$ cat src/rtl/alu_flag_stage.sv
// alu_flag_stage: execute-stage register and NZCV flag unit that sits behind
// the 32-bit adder. It registers the sum for writeback over a valid/ready
// handshake, evaluates the ARM condition code against the committed flags,
// and updates NZCV for flag-setting instructions.
//
// Optional feature macro: COND_EXEC_EN
//   defined   : full ARM condition evaluation; flags update only on pass.
//   undefined : cond is ignored, every entry passes, no decoder is built.
module alu_flag_stage (
  input  logic        clk,
  input  logic        reset,
  input  logic        in_valid,
  output logic        in_ready,
  input  logic [31:0] result_in,
  input  logic        c_in,
  input  logic        v_in,
  input  logic        set_flags,
  input  logic [3:0]  cond,
  output logic        out_valid,
  input  logic        out_ready,
  output logic [31:0] result_out,
  output logic        cond_pass_out,
  output logic [3:0]  nzcv
);

  // Pipeline register and committed-flag state.
  logic        out_valid_q, out_valid_d;
  logic [31:0] result_q,    result_d;
  logic        cond_pass_q, cond_pass_d;
  logic [3:0]  nzcv_q,      nzcv_d;

  logic accept;
  logic pass;
  logic flag_we;

  // Handshake: the slot is free when empty or being drained this cycle.
  always_comb begin
    in_ready = !reset && (!out_valid_q || out_ready);
    accept   = in_valid && in_ready;
  end

`ifdef COND_EXEC_EN
  typedef enum logic [3:0] {
    COND_EQ = 4'h0, COND_NE = 4'h1, COND_CS = 4'h2, COND_CC = 4'h3,
    COND_MI = 4'h4, COND_PL = 4'h5, COND_VS = 4'h6, COND_VC = 4'h7,
    COND_HI = 4'h8, COND_LS = 4'h9, COND_GE = 4'hA, COND_LT = 4'hB,
    COND_GT = 4'hC, COND_LE = 4'hD, COND_AL = 4'hE, COND_NV = 4'hF
  } cond_e;

  logic flag_n, flag_z, flag_c, flag_v;
  assign {flag_n, flag_z, flag_c, flag_v} = nzcv_q;

  // Condition decoder against the flags left by all earlier instructions.
  always_comb begin
    // NOTE: every combinational output gets a default before the case so no
    // path can leave it unassigned and infer a latch.
    pass = 1'b0;
    unique case (cond_e'(cond))
      COND_EQ: pass = flag_z;
      COND_NE: pass = !flag_z;
      COND_CS: pass = flag_c;
      COND_CC: pass = !flag_c;
      COND_MI: pass = flag_n;
      COND_PL: pass = !flag_n;
      COND_VS: pass = flag_v;
      COND_VC: pass = !flag_v;
      COND_HI: pass = flag_c && !flag_z;
      COND_LS: pass = !flag_c || flag_z;
      COND_GE: pass = (flag_n == flag_v);
      COND_LT: pass = (flag_n != flag_v);
      COND_GT: pass = !flag_z && (flag_n == flag_v);
      COND_LE: pass = flag_z || (flag_n != flag_v);
      COND_AL: pass = 1'b1;
      COND_NV: pass = 1'b0;
      default: pass = 1'b0;
    endcase
  end
`else
  // Without conditional execution every instruction passes unconditionally.
  logic unused_cond;
  assign unused_cond = ^cond;
  assign pass        = 1'b1;
`endif

  // Next-state: capture on accept, retire on consume, flags on passing S-ops.
  always_comb begin
    out_valid_d = out_valid_q;
    result_d    = result_q;
    cond_pass_d = cond_pass_q;
    nzcv_d      = nzcv_q;
    flag_we     = accept && pass && set_flags;

    if (accept) begin
      out_valid_d = 1'b1;
      result_d    = result_in;
      cond_pass_d = pass;
    end else if (out_ready) begin
      // Entry consumed with nothing behind it; data fields keep stale values.
      out_valid_d = 1'b0;
    end

    if (flag_we) begin
      nzcv_d = {result_in[31], (result_in == 32'h0), c_in, v_in};
    end
  end

  // State register with synchronous reset that dominates everything else.
  always_ff @(posedge clk) begin
    // NOTE: the datapath registers are reset too because the reset values of
    // result_out and cond_pass_out are architecturally visible.
    if (reset) begin
      out_valid_q <= 1'b0;
      result_q    <= 32'h0;
      cond_pass_q <= 1'b0;
      nzcv_q      <= 4'b0000;
    end else begin
      // NOTE: non-blocking assignments so all state updates see the same
      // pre-edge values, independent of statement order.
      out_valid_q <= out_valid_d;
      result_q    <= result_d;
      cond_pass_q <= cond_pass_d;
      nzcv_q      <= nzcv_d;
    end
  end

  assign out_valid     = out_valid_q;
  assign result_out    = result_q;
  assign cond_pass_out = cond_pass_q;
  assign nzcv          = nzcv_q;

endmodule
$ cat config.mk
export PLATFORM = sky130hd
export DESIGN_NAME = alu_flag_stage
export DESIGN_NICKNAME = d
export VERILOG_FILES = /design/src/rtl/alu_flag_stage.sv
export SDC_FILE = /design/constraint.sdc
export NUM_CORES = 1
export LEC_CHECK = 0
export ABC_AREA = 1
export CAP_MARGIN = 10
export CORE_UTILIZATION = 35
export CTS_BUF_LIST = sky130_fd_sc_hd__clkbuf_2 sky130_fd_sc_hd__clkbuf_4 sky130_fd_sc_hd__clkbuf_8
export CTS_CLUSTER_DIAMETER = 120
export CTS_CLUSTER_SIZE = 25
export DETAILED_ROUTE_END_ITERATION = 6
export GPL_TIMING_DRIVEN = 0
export HOLD_SLACK_MARGIN = 0.03
export PLACE_DENSITY = 0.8
export SKIP_LAST_GASP = 1
export SYNTH_ARGS = -nofsm -noshare
export SYNTH_HDL_FRONTEND = slang
export SYNTH_SLANG_ARGS = --single-unit
$ cat constraint.sdc
create_clock -name clk -period 1 [get_ports clk]
set_clock_uncertainty 0.05 [all_clocks]
set_input_delay 0.2 -clock clk [delete_from_list [all_inputs] [get_ports clk]]
set_output_delay 0.2 -clock clk [all_outputs]
set_load 0.03 [all_outputs]
==> out/metrics.cfg <==
[status]
outcome = finished with violations
failed_checks = negative setup slack

[layout]
fill_cells = 337
drive_gt1_share_pct = 42.6
multi_input_area_um2 = 656
final_cells = 348
fin_nets = 340
seqCellArea_um2 = 811
antenna_cells = 0
area_growth_pct = 83.1

[setup_path]
rr_startpoint = out_valid
startpoint = out_valid
reg2regPathDepth = 7
critPathMaxFanout = 7
worst_ep_arrival_time_ns = 1.34
cp-end-kind = flop
required_ns = 1.12
regToRegSetupSlack_ns = -0.23
endpoint = nzcv[1]
critPathKind = flop to flop
r2r_end = nzcv[1]
critPathLaunchType = flop

[clock_network]
cts_buffers = 5
cts_tree = built
cts_buffer_depth = 2
clk_pin_slew_ns = 0.07
clk_latency_ns = 0.27
clock-root-buffer = clkbuf_8
h-tree-depth = 2
cts_sinks = 38

[sta]
hold_slack_ns = 0.291
fin_ws_ns = -0.225
finalMaxSlewViolations = 0
period_share_pct = 123
worst_slew_pin_slew_ns = 0.429
period_minus_slack_ns = 1.23
finalHoldViolCount = 0
max_freq_mhz = 816
max-slew-margin-rel_pct = 71.4
setup_violations = 44
rsz0062_at_grt = true

[power]
power_mw = 3.74
power_density_nw_per_um2 = 1400
p_leak_nw = 1.27
peakVddDrop_uv = 852

[place]
dp.cells = 326
place.gp.congestion = 0.747
hpwl_um = 2760
io_buffers = 77
post-place-ws_ns = -0.855

[grt]
antenna_found_initial = 0
grt_max_degree = 13
grt_usage_pct = 19.1
grt_pass1_vias = 1415
overflow = 0
grt_pass1_wl_um = 6300

[detailed_routing]
viasPerCell = 4.47
drc = 0
ant_nets = 0
wl_per_cell_um = 11.4
routed_wl_um = 3980
drtIter0Drc = 84
dr.pass1.iters = 4
vias = 1557

[yosys]
syn-mean-instance-area_um2 = 7.33
yosysTopAreaCell = dfxtp_1
synth_top_cell_area_share_pct = 52.1
synth_seq_area_share_pct = 52.1
synth.area.top_cells = dfxtp_1 (52%), nand2_1 (20%), nand3_1 (11%)
ys_ff_latch = 38
yosysWarnings = 0
synthCells = 199
syn-cell-area_um2 = 1460
ys_types = 13
syn_nets = 242

[floorplan]
dieHeight_um = 66.6
die_area_um2 = 4430
start_util_pct = 36.5
ios = 82
coreArea_um2 = 4000
rows = 23
die_x_um = 66.6

[flow_run]
max_cap_viol_count = 0

[hold_path]
min_path_type = input port to flop

-- cell usage after synthesis (all sizes together) --
master and instances:
nand3 33, o21ai 3, dfxtp 38, clkbuf 3, inv 6, buf 6, nor2 29, nand2 79
a21oi 2
-- registers in the layout, summed over array words and instances, names as in the netlist --
signal and flops:
cond_pass_out 1, out_valid 1, result_out 32, nzcv 4
-- worst min-delay path by stage --
stage	cells after the start	end	slack [ns]	start
after floorplan	1	out_valid	0.21	reset
after global placement	2	cond_pass_out	0.40	cond_pass_out
after detailed placement	2	nzcv[3]	0.40	nzcv[3]
after CTS	4	out_valid	0.27	out_ready
after global routing	2	out_valid	0.32	reset
final	2	nzcv[3]	0.29	reset
-- what timing repair did --
action | in CTS | in global routing
endpoints found under the setup margin | 77 | 77
pin swaps | 4 | 5
gates cloned | 4 | 0
hold buffers | 0 | 0
buffers inserted | 7 | 3
resized for setup | 342 | 2
-- placed cells by master, fill, tap and decap left out --
master,instances
nor2_2,2
inv_4,2
buf_6,50
a21oi_1,2
o21ai_0,3
dfxtp_2,37
dfxtp_4,1
nand2_1,67
inv_6,1
clkbuf_8,6
clkbuf_2,1
clkdlybuf4s50_1,36
clkbuf_1,2
nand3_4,1
nor2_1,26
clkinv_2,1
buf_4,8
nand2_4,1
inv_1,1
nand2_2,11
dlygate4sd2_1,2
nand3_1,32
inv_2,3
nor2_4,1
buf_2,1
-- critical path, cell delays in order (launching register included) --
cell and delay [ns]:
dfxtp_4 0.35, nand2_4 0.06, buf_6 0.10, nand3_4 0.15, nor2_4 0.19, inv_2 0.07, nor2_1 0.10, nor2_1 0.04
-- through the flow --
stage                     TNS (ns)  util (%)  cell area [um2]
final                        -6.49      66.8             2670
after global routing        -10.07      66.8             2670
after CTS                    -7.75      66.1             2640
after detailed placement    -32.20      57.6             2310
after global placement      -31.84      57.6             2310
after floorplan              -1.35         -             1470
-- metal layers --
metal / share of wire [%] / vias up / GRT usage (%)
met5: 0 / - / 0
met4: 0.33 / 0 / 4.79
met3: 6.1 / 2 / 7.02
met2: 50 / 54 / 33.0
met1: 43 / 678 / 22.0
li1: - / 823 / -
-- cell type report --
class,count,share of cell area (%)
sequential,38,30.4
clock inverter,2,0.422
multi-input combinational,146,24.5
inverter,6,1.12
clock buffer,6,3.09
tap,50,2.34
timing repair buffer,91,35.1
buffer,9,3.00
-- report_power, final --
part / switching (mW) / internal, mW
clock network: 0.511 / 0.555
registers: 0.0762 / 1.64
logic: 0.478 / 0.473
-- cell families (layout without fill, tap and decap cells) --
logic type / Yosys count / in the layout / synth area share (%)
buf+inv: 15 / 114 / 5.66
flops: 38 / 38 / 52.1
compound gates: 5 / 5 / 1.71
simple gates: 141 / 141 / 40.5
Note: power is estimated with default switching activity, not from simulation.
